--- src/rtl/store_unit_pkg.sv ---
// Shared definitions for the store path: default widths and the store FSM encoding.
package store_unit_pkg;

  localparam int unsigned STORE_BITS      = 8;
  localparam int unsigned STORE_ADDR_BITS = 8;
  localparam int unsigned STORE_DEPTH     = 2;
  localparam int unsigned STORE_TIMEOUT   = 16;

  typedef enum logic [0:0] {
    STORE_IDLE  = 1'b0,
    STORE_WRITE = 1'b1
  } store_state_e;

endpackage

--- src/rtl/store_fifo.sv ---
// Store buffer: DEPTH entries of {addr, data}. Entries are also exposed in age order
// (index 0 = head / oldest) so the lookup can pick the youngest match.
module store_fifo #(
  parameter int unsigned BITS      = 8,
  parameter int unsigned ADDR_BITS = 8,
  parameter int unsigned DEPTH     = 2
) (
  input  logic                         clk,
  input  logic                         reset,
  input  logic                         push_i,
  input  logic [ADDR_BITS-1:0]         push_addr_i,
  input  logic [BITS-1:0]              push_data_i,
  input  logic                         pop_i,
  output logic                         full_o,
  output logic                         empty_o,
  output logic [$clog2(DEPTH+1)-1:0]   count_o,
  output logic [ADDR_BITS-1:0]         head_addr_o,
  output logic [BITS-1:0]              head_data_o,
  output logic [DEPTH-1:0]             entry_valid_o,
  output logic [DEPTH*ADDR_BITS-1:0]   entry_addr_o,
  output logic [DEPTH*BITS-1:0]        entry_data_o
);

  localparam int unsigned PtrW = $clog2(DEPTH);
  localparam int unsigned CntW = $clog2(DEPTH + 1);

  logic [ADDR_BITS-1:0] addr_q [DEPTH];
  logic [BITS-1:0]      data_q [DEPTH];
  logic [PtrW-1:0]      wr_ptr_q, rd_ptr_q;
  logic [CntW-1:0]      count_q, count_d;

  // Occupancy: unchanged on simultaneous push and pop.
  always_comb begin
    count_d = count_q;
    if (push_i && !pop_i) begin
      count_d = count_q + 1'b1;
    end else if (!push_i && pop_i) begin
      count_d = count_q - 1'b1;
    end
  end

  // Pointers wrap naturally since DEPTH is a power of two.
  always_ff @(posedge clk) begin
    if (reset) begin
      wr_ptr_q <= '0;
      rd_ptr_q <= '0;
      count_q  <= '0;
    end else begin
      if (push_i) wr_ptr_q <= wr_ptr_q + 1'b1;
      if (pop_i)  rd_ptr_q <= rd_ptr_q + 1'b1;
      count_q <= count_d;
    end
  end

  // Entry storage; contents need no reset since validity comes from count_q.
  always_ff @(posedge clk) begin
    if (push_i) begin
      addr_q[wr_ptr_q] <= push_addr_i;
      data_q[wr_ptr_q] <= push_data_i;
    end
  end

  // Age-ordered read-out for the forwarding lookup.
  always_comb begin
    entry_valid_o = '0;
    entry_addr_o  = '0;
    entry_data_o  = '0;
    for (int i = 0; i < DEPTH; i++) begin
      entry_valid_o[i]                        = (CntW'(i) < count_q);
      entry_addr_o[i*ADDR_BITS +: ADDR_BITS] = addr_q[rd_ptr_q + PtrW'(i)];
      entry_data_o[i*BITS +: BITS]           = data_q[rd_ptr_q + PtrW'(i)];
    end
  end

  assign full_o      = (count_q == CntW'(DEPTH));
  assign empty_o     = (count_q == '0);
  assign count_o     = count_q;
  assign head_addr_o = addr_q[rd_ptr_q];
  assign head_data_o = data_q[rd_ptr_q];

endmodule

--- src/rtl/store_unit.sv ---
// Store unit: buffers core stores, drains them to the data RAM one at a time with an
// ack timeout, and forwards the youngest buffered value to the fetcher's read path.
module store_unit
  import store_unit_pkg::*;
#(
  parameter int unsigned BITS      = STORE_BITS,
  parameter int unsigned ADDR_BITS = STORE_ADDR_BITS,
  parameter int unsigned DEPTH     = STORE_DEPTH,
  parameter int unsigned TIMEOUT   = STORE_TIMEOUT
) (
  input  logic                 clk,
  input  logic                 reset,
  input  logic                 req_valid_i,
  output logic                 req_ready_o,
  input  logic [ADDR_BITS-1:0] req_addr_i,
  input  logic [BITS-1:0]      req_data_i,
  output logic                 mem_we_o,
  output logic [ADDR_BITS-1:0] mem_addr_o,
  output logic [BITS-1:0]      mem_wdata_o,
  input  logic                 mem_ack_i,
  input  logic [ADDR_BITS-1:0] lookup_addr_i,
  output logic                 lookup_hit_o,
  output logic [BITS-1:0]      lookup_data_o,
  output logic                 done_o,
  output logic                 busy_o,
  output logic                 err_o
);

  localparam int unsigned CntW = $clog2(DEPTH + 1);
  localparam int unsigned TW   = $clog2(TIMEOUT + 1);

  store_state_e         state_q;
  logic [TW-1:0]        tmo_q;
  logic                 done_q, err_q;

  logic                 fifo_full, fifo_empty;
  logic [CntW-1:0]      fifo_count;
  logic [ADDR_BITS-1:0] head_addr;
  logic [BITS-1:0]      head_data;
  logic [DEPTH-1:0]     entry_valid;
  logic [DEPTH*ADDR_BITS-1:0] entry_addr;
  logic [DEPTH*BITS-1:0]      entry_data;

  logic writing, push, ack, timeout, pop;

  // No bypass: a full buffer refuses even when the head pops this cycle.
  assign req_ready_o = !reset && !fifo_full;
  assign push        = req_valid_i && req_ready_o;
  assign writing     = (state_q == STORE_WRITE);
  assign ack         = writing && mem_ack_i;
  // An ack in the last allowed cycle wins over the timeout.
  assign timeout     = writing && !mem_ack_i && (tmo_q == TW'(TIMEOUT - 1));
  assign pop         = ack || timeout;

  store_fifo #(
    .BITS      (BITS),
    .ADDR_BITS (ADDR_BITS),
    .DEPTH     (DEPTH)
  ) u_fifo (
    .clk           (clk),
    .reset         (reset),
    .push_i        (push),
    .push_addr_i   (req_addr_i),
    .push_data_i   (req_data_i),
    .pop_i         (pop),
    .full_o        (fifo_full),
    .empty_o       (fifo_empty),
    .count_o       (fifo_count),
    .head_addr_o   (head_addr),
    .head_data_o   (head_data),
    .entry_valid_o (entry_valid),
    .entry_addr_o  (entry_addr),
    .entry_data_o  (entry_data)
  );

  // Drain FSM with per-entry timeout counter and registered done/err flags.
  always_ff @(posedge clk) begin
    if (reset) begin
      state_q <= STORE_IDLE;
      tmo_q   <= '0;
      done_q  <= 1'b0;
      err_q   <= 1'b0;
    end else begin
      done_q <= ack;
      if (timeout) err_q <= 1'b1;
      unique case (state_q)
        STORE_IDLE: begin
          tmo_q <= '0;
          if (!fifo_empty) state_q <= STORE_WRITE;
        end
        STORE_WRITE: begin
          if (pop) begin
            tmo_q <= '0;
            // Keep writing if anything remains after the pop, counting a same-edge push.
            if (!push && (fifo_count == CntW'(1))) state_q <= STORE_IDLE;
          end else begin
            tmo_q <= tmo_q + 1'b1;
          end
        end
        default: state_q <= STORE_IDLE;
      endcase
    end
  end

  // Forwarding lookup: scan oldest to youngest so the youngest match is kept.
  always_comb begin
    lookup_hit_o  = 1'b0;
    lookup_data_o = '0;
    for (int i = 0; i < DEPTH; i++) begin
      if (entry_valid[i] && (entry_addr[i*ADDR_BITS +: ADDR_BITS] == lookup_addr_i)) begin
        lookup_hit_o  = 1'b1;
        lookup_data_o = entry_data[i*BITS +: BITS];
      end
    end
  end

  assign mem_we_o    = writing;
  assign mem_addr_o  = writing ? head_addr : '0;
  assign mem_wdata_o = writing ? head_data : '0;
  assign done_o      = done_q;
  assign err_o       = err_q;
  assign busy_o      = (fifo_count != '0) || writing;

endmodule
--- config.mk ---
export PLATFORM = sky130hd
export DESIGN_NAME = store_unit
export DESIGN_NICKNAME = d
export VERILOG_FILES = /design/src/rtl/store_unit_pkg.sv /design/src/rtl/store_fifo.sv /design/src/rtl/store_unit.sv
export SDC_FILE = /design/constraint.sdc
export NUM_CORES = 1
export LEC_CHECK = 0
export BUFFER_PORTS_ARGS = -buffer_cell sky130_fd_sc_hd__buf_2
export CORE_MARGIN = 2
export CORE_UTILIZATION = 42
export DETAILED_ROUTE_END_ITERATION = 12
export PLACE_DENSITY = 0.64
export SLEW_MARGIN = 20
export SYNTH_ARGS = -nofsm -noshare
export SYNTH_HDL_FRONTEND = slang
export SYNTH_SLANG_ARGS = --single-unit
--- constraint.sdc ---
create_clock -name clk -period 2.7 [get_ports clk]
set_clock_uncertainty 0.2 [all_clocks]
set_input_delay 0.54 -clock clk [delete_from_list [all_inputs] [get_ports clk]]
set_output_delay 0.54 -clock clk [all_outputs]
set_load 0.1 [all_outputs]
# Word level (Yosys, flattened, before mapping)
# Memories as Yosys holds them, arrays and structs flattened. A register that Yosys moved wholly into a read port is not among the register bits.
# Index checks and enable logic that the tools add are counted.
[totals]
ff_bits = 12
ram_bits = 32
in_bits = 28
output_inout_bits = 30
wordCells = 62
n_memories = 2
[classes]
add_sub_neg = 5
order_cmp = 2
eq_ne = 5
muxes = 20
n_bitwise = 1
reduce_logical = 20
[mem_list]
columns = ["name", "words", "width", "rd", "rd_clocked_by_memory_dff", "write_ports", "line", "rtl"]
rows = [
  ["u_fifo.addr_q", 2, 8, 2, 1, 1, "store_fifo.sv:27", "logic [ADDR_BITS-1:0] addr_q [DEPTH];"],
  ["u_fifo.data_q", 2, 8, 2, 1, 1, "store_fifo.sv:28", "logic [BITS-1:0] data_q [DEPTH];"],
]
[ops]
columns = ["op", "n"]
rows = [
  ["two-way mux 8 bit", 4],
  ["== test 8 bit", 2],
  ["two-way mux 1 bit", 11],
  ["logical AND 1 bit", 10],
  ["case mux 5 bit (2 select lines)", 1],
  ["adder 5 x 1 -> 5 bit (second input constant)", 1],
  ["== test 5 x 4 -> 1 bit (second input constant)", 1],
  ["logical NOT 1 bit", 5],
  ["two-way mux 5 bit", 1],
  ["< comparator 1 x 2 -> 1 bit (first input constant)", 2],
  ["two-way mux 2 bit", 2],
  ["nonzero test 2 bit", 2],
  ["adder 1 bit (second input constant)", 2],
  ["adder 2 x 1 -> 2 bit (second input constant)", 1],
  ["== test 2 x 1 -> 1 bit (second input constant)", 1],
  ["== test 2 bit (second input constant)", 1],
  ["logical NOT 2 bit", 1],
  ["logical OR 1 bit", 2],
  ["case mux 1 bit (2 select lines)", 1],
  ["subtractor 2 x 1 -> 2 bit (second input constant)", 1],
  ["NOT 1 bit", 1],
]

# Longest topological paths before layout
# Gate-level depths: netlist of run 1.
[logic_depth]
word_depth = 9
mapped_depth = 10
mapped_depth_nobuf = 10

# Modules after synthesis
# A second synthesis of run 1 with hierarchy kept.
[unflattened]
hier_cells = 213
area_unflattened_um2 = 2616.3
[by_module_without_submodules]
columns = ["module", "instances", "cells_per_inst", "area_each_um2", "seq_area_each_um2"]
rows = [
  ["store_fifo", 1, 110, 1821.7, 1061.0],
  ["store_unit", 1, 103, 794.5, 160.2],
]

# Worst setup path before layout of run 1
# No wires, ideal clock.
[synth_timing]
kind = "reg-to-output"
from = "register state_q, in the netlist mem_we_o"
to = "output port mem_addr_o[5]"
arrival_ns = 3.006
required_time_ns = 1.960
setup_slack_ns = -1.046
path_stages_with_launch = 4
path_buffers = 1
path_cell_list = "dfxtp_1 clkinv_1 clkbuf_1 nor2_1"
[synth_via]
elab_chain_len = 1
[synth_lines]
columns = ["item", "line", "rtl"]
rows = [
  ["start, declared", "store_unit.sv:32", "store_state_e state_q;"],
  ["start signal, assigned", "store_unit.sv:79", "state_q <= STORE_IDLE;"],
  ["start signal, assigned", "store_unit.sv:89", "if (!fifo_empty) state_q <= STORE_WRITE;"],
  ["start signal, assigned", "store_unit.sv:95", "if (!push && (fifo_count == CntW'(1))) state_q <= STORE_IDLE;"],
  ["two-way mux 8 bit", "store_unit.sv:118", "assign mem_addr_o = writing ? head_addr : '0;"],
  ["end, declared", "store_unit.sv:18", "output logic [ADDR_BITS-1:0] mem_addr_o,"],
]
# No other way between the ends.

==> flow_summary_export.csv, run 1 <==
group,metric,value,unit
yosys,yosys-mux-area-fraction,12.4,%
power,power-per-cell-area,813,nW/µm²
yosys,synth.ff_latch_count,45,
worst_setup_path,worst_path_max_delay_cell,"dfxtp_4",
clock_network,tritoncts.num_buffers,5,
worst_setup_path,cpPeakStageDelay,0.39,ns
detailed_routing,detailroute.wirelength.met3,209,µm
layout,final_nets,312,
detailed_routing,detail_route.vias_per_cell,4.66,
die,die_height,77.3,µm
yosys,synth.yosys.warnings,0,
die,placement_rows,26,
timing,tightestPinTransition,0.492,ns
layout,area.growth.synth_to_final,48.3,%
yosys,synth_xor_xnor_area_share,8.14,%
yosys,post_synth_and_or_nand_nor_area_fraction,11.0,%
outcome,status,"finished with violations",
timing,fmax,0.317,GHz
timing,fin_setup_tns,-3.61,ns
detailed_routing,routed-via-count,1628,
layout,drive_gt1_share,51.6,%
timing,finalHoldViolations,0,
timing,layout_worst_path_cycle_share,117,%
die,die_area,5980,µm²
clock_network,insertion_delay,0.29,ns
timing,finalMaxSlewViolations,0,
grt,first_pass_grt_wire_length,8.14,mm
detailed_routing,routed_wl,4.70,mm
power,total_design_power,0.00272,W
power,p_leak,1.32,nW
detailed_routing,route.detailed.wl_per_inst,13.5,µm
layout,fin_util,65.1,%
yosys,mappedNetlistArea,2260,µm²
timing,minimum_clock_period,3.16,ns
detailed_routing,drt-initial-drc-count,65,
yosys,synth_compound_gate_area_share,5.54,%
flow_run,maxCapViolCount,0,
timing,setup-violations-final,9,
power,ir_worst_vdd,0.678,mV
worst_setup_path,startpoint_type,"register",
yosys,synth_fp_nets,224,
worst_setup_path,critical_path_class,"register to primary output",
placement,hpwl,3.62,mm
die,initial_utilization,43.9,%
detailed_routing,final_antenna_net_count,0,
yosys,average_instance_area_after_synthesis,11.9,µm²
yosys,synth_fa_ha_area_share,3.32,%
clock_network,cts.sink_count,45,
grt,grtUsageTotal,17.5,%
layout,num_antenna_cells,0,
grt,grt_pass1_vias,1761,
die,core-area,5140,µm²
grt,pin_count_of_the_biggest_net_entering_global_routing,19,
detailed_routing,met2_length,2.44,mm
timing,setup_ws_final,-0.457,ns
placement,io_buffer_count,57,
yosys,synth_top_cell_area_share,42.5,%
clock_network,clock_path_buffers,2,
yosys,synth_top_cell_by_area,"edfxtp_1",
worst_setup_path,crit_chain,"buf_6 > mux2i_4 > xnor2_2 > nor4_4 > nand3b_1 > mux2_4 > o22ai_4 > buf_12",
yosys,synth_top_cells_by_area,"edfxtp_1 43%, dfxtp_1 12%, mux2i_1 11%",
clock_network,clock_input_transition_at_the_sequential_cells_of_the_worst_setup_and_hold_paths,0.09,ns
detailed_routing,route.layer.met1.wl,1.98,mm
clock_network,cts_tree,"done",
detailed_routing,top_layer_used,"met4",
worst_setup_path,cpLargestDelayFamily,"multiplexers",
worst_setup_path,required,1.96,ns
worst_setup_path,arrival,2.42,ns
detailed_routing,drtPass1Iterations,4,
timing,slew_headroom,67.4,%
detailed_routing,drc_errors,0,
grt,grt_antenna_before_repair,0,
yosys,yosysSeqAreaShare,54.1,%
die,ioPinCount,58,
timing,rsz0062_at_grt,"true",
yosys,synth_cell_types,26,
yosys,main_combinational_cell_family_by_area_after_synthesis,"multiplexers",
placement,place.gp.congestion,0.732,
outcome,violated_checks,"setup timing",
yosys,syn-instance-count,190,
clock_network,cts_hold_bufs,0,
worst_setup_path,worstSetupEndpointType,"primary output",
min_path,hp-class,"input pin to register",
grt,global_route.overflow_total,0,
worst_setup_path,path_buf_inv,2,
clock_network,cts.root.buffer_cell,"clkbuf_8",
die,fp.dieW,77.3,µm
worst_setup_path,critical_path.max_fanout,8,
clock_network,htree_num_levels,2,
-- timing repair --
item | CTS | global route
pin swaps | 5 | 4
buffers inserted | 3 | 0
resized for setup | 5 | 2
endpoints found under the setup margin | 8 | 9
-- Yosys cell counts (all sizes together) --
| library cell | instances |
|---|---|
| nor2 | 32 |
| o21ai | 1 |
| nor4 | 3 |
| inv | 23 |
| buf | 3 |
| ha | 6 |
| nand3b | 2 |
| nand3 | 3 |
| xnor2 | 17 |
| a221oi | 1 |
| clkbuf | 2 |
| mux2i | 25 |
| nand2 | 4 |
| nor3 | 3 |
| a31oi | 1 |
| and3 | 2 |
| nor2b | 1 |
| xor2 | 4 |
| mux2 | 2 |
| a21oi | 1 |
| dfxtp | 13 |
| clkinv | 1 |
| o22ai | 8 |
| edfxtp | 32 |
-- report_power, final --
| group | total (W) | internal [W] | switching (W) |
|---|---|---|---|
| Combinational | 0.00145 | 0.000435 | 0.00102 |
| Clock | 0.000410 | 0.000184 | 0.000226 |
| Sequential | 0.000858 | 0.000813 | 0.0000455 |
| Total | 0.00272 | 0.00143 | 0.00129 |
-- sequential cells by signal, indices dropped and copies added (netlist names), named ones only --
register / flops
u_fifo.addr_q: 16
u_fifo.data_q: 16
tmo_q: 5
u_fifo.count_o: 2
done_o: 1
err_o: 1
mem_we_o: 1
u_fifo.rd_ptr_q: 1
u_fifo.wr_ptr_q: 1
-- cells in the final DEF (no fill, tap or decap), drive strengths merged --
master    instances
dfxtp            13
buf              86
xor2              4
clkbuf            5
nor3              3
nor2b             1
xnor2            17
a221oi            1
clkinv            2
nor2             32
nand3b            2
o21ai             1
edfxtp           32
nand3             3
nor4              3
mux2i            25
mux2              2
ha                6
a21oi             1
a31oi             1
o22ai             8
nand2             4
clkinvlp          1
and3              2
inv              24
-- routing by layer --
metal	global-route usage, %	vias up
li1	-	827
met2	30.4	37
met1	21.4	754
met3	3.72	10
met4	6.43	0
met5	0	-
-- cell families after synthesis --
| kind of cell | Yosys count |
|---|---|
| simple gates | 50 |
| fa+ha+maj | 6 |
| buf+inv | 29 |
| compound gates | 12 |
| xor+xnor | 21 |
| mux | 27 |
| flops | 45 |
-- per-stage QoR --
| step | instances | cell area, µm² | worst slack [ns] | hold slack, ns |
|---|---|---|---|---|
| after global routing | 349 | 3350 | -0.593 | 0.211 |
| after floorplan | 190 | 2540 | -0.231 | 0.218 |
| after detailed placement | 338 | 3210 | -0.193 | 0.234 |
| after CTS | 349 | 3340 | -0.489 | 0.219 |
| after global placement | 338 | 3210 | -0.143 | 0.235 |
| final | 349 | 3350 | -0.457 | 0.231 |
-- layout make-up --
type	instances	area (µm²)
sequential	45	1230
multi-input combinational	116	1190
clock inverter	3	21.3
clock buffer	5	68.8
fill	417	1790
timing repair buffer	86	658
inverter	24	91.3
tap	70	87.6
-- final timing paths --
path	from	end	slack [ns]	cells past startpoint
hold / removal	req_data_i[2]	u_fifo.data_q[1][2]	0.23	1
setup reg to reg	tmo_q[0]	u_fifo.count_o[1]	0.62	10
setup / recovery	register	lookup_data_o[7]	-0.46	8
hold reg to reg	tmo_q[0]	tmo_q[0]	0.25	1
Power figures use the tool's default switching activity.
==> inputs of run 2 (changes only) <==
--- a/config.mk
+++ b/config.mk
@@ -10,6 +10,7 @@
 export CORE_UTILIZATION = 42
 export DETAILED_ROUTE_END_ITERATION = 12
 export PLACE_DENSITY = 0.64
+export SKIP_CTS_REPAIR_TIMING = 1
 export SLEW_MARGIN = 20
 export SYNTH_ARGS = -nofsm -noshare
 export SYNTH_HDL_FRONTEND = slang
==> flow_summary_export.csv, run 2 (synthesis results as in run 1) <==
group,metric,value,unit
timing,setup_ws_final,-0.473,ns
power,power-per-cell-area,814,nW/µm²
layout,drive_gt1_share,51.4,%
layout,num_antenna_cells,0,
power,p_leak,1.32,nW
detailed_routing,drc_errors,0,
timing,layout_worst_path_cycle_share,118,%
power,combinationalPowerShare,53.3,%
timing,finalMaxSlewViolations,0,
worst_setup_path,path_buf_inv,2,
clock_network,clock_path_buffers,2,
placement,io_buffer_count,57,
timing,minimum_clock_period,3.17,ns
worst_setup_path,worstSetupEndpointType,"primary output",
power,clkPwrFrac,15.1,%
layout,layout.cells.most_common,"buf_2",
worst_setup_path,critical_path_class,"register to primary output",
layout,fin_util,65.1,%
detailed_routing,top_layer_used,"met4",
detailed_routing,detailroute.wirelength.met3,188,µm
power,p_sw_share,47.4,%
timing,tightestPinTransition,0.492,ns
clock_network,cts_tree,"done",
timing,fmax,0.315,GHz
min_path,hp-class,"input pin to register",
power,total_design_power,0.00272,W
die,ioPinCount,58,
detailed_routing,drt-initial-drc-count,87,
grt,pin_count_of_the_biggest_net_entering_global_routing,19,
die,die_height,77.3,µm
detailed_routing,drtPass1Iterations,4,
timing,rsz0062_at_grt,"true",
worst_setup_path,worstReg2RegStart,"tmo_q[0]",
die,initial_utilization,43.9,%
clock_network,htree_num_levels,2,
detailed_routing,detail_route.vias_per_cell,4.68,
flow_run,maxCapViolCount,0,
clock_network,tritoncts.num_buffers,5,
power,ir_worst_vdd,0.673,mV
clock_network,cts.sink_count,45,
layout,area.growth.synth_to_final,48.1,%
clock_network,clock_input_transition_at_the_sequential_cells_of_the_worst_setup_and_hold_paths,0.09,ns
worst_setup_path,cpLargestDelayFamily,"multiplexers",
detailed_routing,route.layer.met1.wl,2.02,mm
placement,dpl_worst_slack,-0.193,ns
timing,setup-violations-final,9,
power,power_switching,0.00129,W
timing,slew_headroom,67.4,%
grt,global_route.overflow_total,0,
worst_setup_path,cpPeakStageDelay,0.46,ns
placement,place.gp.congestion,0.732,
worst_setup_path,worst_path_max_delay_cell,"mux2_4",
layout,layout_top_registers,"u_fifo.addr_q: 16 flops, u_fifo.data_q: 16 flops, tmo_q: 5 flops",
layout,layout_common_cells,"48 x buf_2, 32 x edfxtp_1, 24 x buf_4",
power,share_of_power_burned_in_registers,31.6,%
worst_setup_path,startpoint_type,"register",
timing,finalHoldViolations,0,
grt,grt_antenna_before_repair,0,
die,die_area,5980,µm²
die,core-area,5140,µm²
clock_network,insertion_delay,0.29,ns
placement,hpwl,3.62,mm
detailed_routing,routed_wl,4.68,mm
worst_setup_path,crit_chain,"buf_6 > mux2i_1 > xnor2_1 > nor4_1 > nand3_1 > mux2_4 > o22ai_4 > buf_12",
die,fp.dieW,77.3,µm
outcome,status,"finished with violations",
detailed_routing,routed-via-count,1628,
worst_setup_path,required,1.96,ns
detailed_routing,final_antenna_net_count,0,
worst_setup_path,critPathLaunch,"u_fifo.rd_ptr_q",
power,cellInternalPower,0.00143,W
detailed_routing,route.detailed.wl_per_inst,13.4,µm
outcome,violated_checks,"setup timing",
min_path,hp_start,"req_data_i[2]",
worst_setup_path,arrival,2.43,ns
layout,final_nets,311,
clock_network,cts.root.buffer_cell,"clkbuf_8",
grt,first_pass_grt_wire_length,8.07,mm
worst_setup_path,critical_path.max_fanout,8,
detailed_routing,met2_length,2.42,mm
die,placement_rows,26,
grt,grt_pass1_vias,1734,
grt,grtUsageTotal,17.3,%
[run 2: power by group through the flow]
stage	logic (W)	registers, W	clock network, W
final	0.00145	0.000860	0.000410
after global placement	0.00144	0.000870	0
after floorplan	0.00108	0.000923	0
after CTS	0.00145	0.000856	0.000423
after detailed placement	0.00144	0.000872	0
after global routing	0.00154	0.000870	0.000448
[run 2: through the flow]
step | setup TNS, ns | hold slack (ns) | instances | instance area, µm²
final | -3.63 | 0.230 | 348 | 3340
after global routing | -4.84 | 0.211 | 348 | 3340
after CTS | -3.94 | 0.219 | 346 | 3300
after detailed placement | -1.48 | 0.234 | 338 | 3210
after global placement | -1.13 | 0.235 | 338 | 3210
after floorplan | -1.85 | 0.218 | 190 | 2540
[run 2: worst paths after layout]
path / end / slack [ns] / cells after the start
worst min-delay path: u_fifo.data_q[1][2] / 0.23 / 1
worst max-delay path: lookup_data_o[5] / -0.47 / 8
worst min register to register: tmo_q[0] / 0.25 / 1
worst max register to register: u_fifo.count_o[1] / 0.62 / 10
[run 2: area by class of cell]
class / count / area [µm²]
clock buffers: 5 / 68.8
repair buffers: 85 / 654
flip-flops and latches: 45 / 1230
fillers: 419 / 1800
multi-input cells: 116 / 1190
well taps: 70 / 87.6
inverters: 24 / 91.3
clock inverters: 3 / 21.3
[run 2: layer usage]
layer	GRT usage, %	up-vias
met5	0	-
met4	5.54	0
met3	3.14	6
met2	30.1	33
met1	21.8	763
li1	-	826
==> inputs of run 3 (changes only) <==
--- a/config.mk
+++ b/config.mk
@@ -9,7 +9,8 @@
 export CORE_MARGIN = 2
 export CORE_UTILIZATION = 42
 export DETAILED_ROUTE_END_ITERATION = 12
-export PLACE_DENSITY = 0.64
+export HOLD_SLACK_MARGIN = 0.05
+export PLACE_DENSITY = 0.66
 export SKIP_CTS_REPAIR_TIMING = 1
 export SLEW_MARGIN = 20
 export SYNTH_ARGS = -nofsm -noshare
==> constraint.sdc (replaced) <==
create_clock -name clk -period 2.9 [get_ports clk]
set_clock_uncertainty 0.2 [all_clocks]
set_input_delay 0.58 -clock clk [delete_from_list [all_inputs] [get_ports clk]]
set_output_delay 0.58 -clock clk [all_outputs]
set_load 0.1 [all_outputs]
==> flow_summary_export.csv, run 3 (synthesis results as in run 1) <==
group,metric,value,unit
outcome,status,"finished with violations",
outcome,violated_checks,"setup timing",
clock_network,tritoncts.num_buffers,5,
grt,grt_pass1_vias,1597,
timing,setup_ws_final,-0.360,ns
timing,fmax,0.307,GHz
worst_setup_path,crit_chain,"buf_12 > mux2i_4 > xnor2_2 > nor4_4 > nand3b_1 > mux2_4 > o22ai_4 > buf_12",
die,initial_utilization,43.9,%
min_path,hold_path_depth,1,
clock_network,htree_num_levels,2,
worst_setup_path,cpMostUsedCell,"buf_12",
worst_setup_path,critical_path_class,"register to primary output",
power,clkPwrFrac,13.2,%
grt,pin_count_of_the_biggest_net_entering_global_routing,19,
worst_setup_path,worstReg2RegStart,"tmo_q[0]",
detailed_routing,routed-via-count,1619,
worst_setup_path,reg2reg_depth,10,
power,power_switching,0.00122,W
layout,layout_top_registers,"u_fifo.addr_q: 16 flops, u_fifo.data_q: 16 flops, tmo_q: 5 flops",
clock_network,cts.sink_count,45,
die,die_height,77.3,µm
detailed_routing,drt-initial-drc-count,98,
timing,slew_headroom,67.9,%
timing,minimum_clock_period,3.26,ns
min_path,hp_start,"tmo_q[0]",
clock_network,insertion_delay,0.29,ns
timing,tightestPinTransition,0.485,ns
layout,layout_common_cells,"32 x edfxtp_1, 31 x buf_2, 28 x buf_12",
clock_network,cts_tree,"done",
die,fp.dieW,77.3,µm
timing,layout_worst_path_cycle_share,112,%
placement,place.gp.congestion,0.799,
die,placement_rows,26,
placement,io_buffer_count,57,
timing,finalMaxSlewViolations,0,
detailed_routing,detail_route.vias_per_cell,4.80,
grt,grt_antenna_before_repair,0,
worst_setup_path,worst_path_max_delay_cell,"dfxtp_4",
worst_setup_path,required,2.12,ns
worst_setup_path,critical_path.max_fanout,8,
worst_setup_path,arrival,2.48,ns
detailed_routing,route.detailed.wl_per_inst,14.1,µm
worst_setup_path,startpoint_type,"register",
layout,drive_gt1_share,47.2,%
detailed_routing,drc_errors,0,
layout,final_area,3520,µm²
power,share_of_power_burned_in_registers,29.5,%
timing,finalHoldViolations,0,
layout,layout.cells.most_common,"edfxtp_1",
grt,first_pass_grt_wire_length,7.72,mm
worst_setup_path,worstSetupEndpointType,"primary output",
power,ir_worst_vdd,0.539,mV
layout,final_nets,300,
clock_network,clock_path_buffers,2,
layout,num_antenna_cells,0,
placement,hpwl,3.57,mm
power,p_leak,1.32,nW
layout,area.growth.synth_to_final,56.0,%
grt,grtUsageTotal,17.0,%
flow_run,maxCapViolCount,0,
timing,rsz0062_at_grt,"true",
power,power-per-cell-area,770,nW/µm²
power,cellInternalPower,0.00149,W
timing,fin_setup_tns,-2.62,ns
detailed_routing,final_antenna_net_count,0,
detailed_routing,drtPass1Iterations,4,
worst_setup_path,cpPeakStageDelay,0.38,ns
clock_network,cts.root.buffer_cell,"clkbuf_8",
min_path,worst_hold_path.endpoint,"tmo_q[0]",
die,die_area,5980,µm²
power,p_sw_share,44.9,%
min_path,hp-class,"register to register",
placement,placement.cell_area,3390,µm²
clock_network,clock_input_transition_at_the_sequential_cells_of_the_worst_setup_and_hold_paths,0.08,ns
worst_setup_path,rr_endpoint,"u_fifo.count_o[1]",
timing,setup-violations-final,8,
grt,global_route.overflow_total,0,
worst_setup_path,regToRegSetupSlack,0.85,ns
die,core-area,5140,µm²
power,total_design_power,0.00271,W
power,combinationalPowerShare,57.3,%
die,ioPinCount,58,
detailed_routing,routed_wl,4.75,mm
-- run 3: final cells by class --
type                       count  area (µm²)
fill                         395        1620
clock buffer                   5        68.8
inverter                      24        90.1
timing repair buffer          74         846
clock inverter                 3        12.5
multi-input combinational    116        1190
sequential                    45        1230
tap                           70        87.6
-- run 3: per-stage QoR --
stage / utilization [%] / hold WS (ns) / setup slack, ns / std cells
floorplan: - / 0.218 / -0.0713 / 190
global placement: 66.0 / 0.229 / -0.0428 / 327
detailed placement: 66.0 / 0.240 / -0.0933 / 327
CTS: 67.6 / 0.252 / -0.371 / 335
global route: 68.5 / 0.253 / -0.508 / 337
finish: 68.5 / 0.250 / -0.360 / 337
-- run 3: power groups by stage --
| stage | clock network [W] | logic (W) | registers [W] |
|---|---|---|---|
| after floorplan | 0 | 0.00101 | 0.000858 |
| after global placement | 0 | 0.00153 | 0.000809 |
| after detailed placement | 0 | 0.00154 | 0.000811 |
| after CTS | 0.000368 | 0.00154 | 0.000797 |
| after global routing | 0.000399 | 0.00162 | 0.000808 |
| final | 0.000357 | 0.00155 | 0.000800 |
-- run 3: how the worst max path moves through the flow --
stage               depth (start not counted)  slack [ns]        startpoint               end
floorplan                                   7       -0.07          register  lookup_data_o[0]
global placement                            8       -0.04  lookup_addr_i[1]  lookup_data_o[7]
detailed placement                          8       -0.09  lookup_addr_i[1]  lookup_data_o[6]
CTS                                         8       -0.37          register  lookup_data_o[6]
global route                                8       -0.51          register  lookup_data_o[6]
finish                                      8       -0.36          register  lookup_data_o[6]
-- run 3: critical path, delay by kind of cell (launching register included) --
family                    cells  cell delay [ns]
muxes                         2             0.65
and+or+nand+nor               2             0.46
DFF                           1             0.38
buffers and inverters         2             0.35
AOI/OAI and AO/OA             1             0.24
xor gates and xnor gates      1             0.11
-- run 3: routing by layer --
metal / GRT usage [%] / share of wire [%]
met1: 20.8 / 43
met2: 29.3 / 52
met3: 4.19 / 4.4
met4: 5.36 / 1.2
met5: 0 / 0
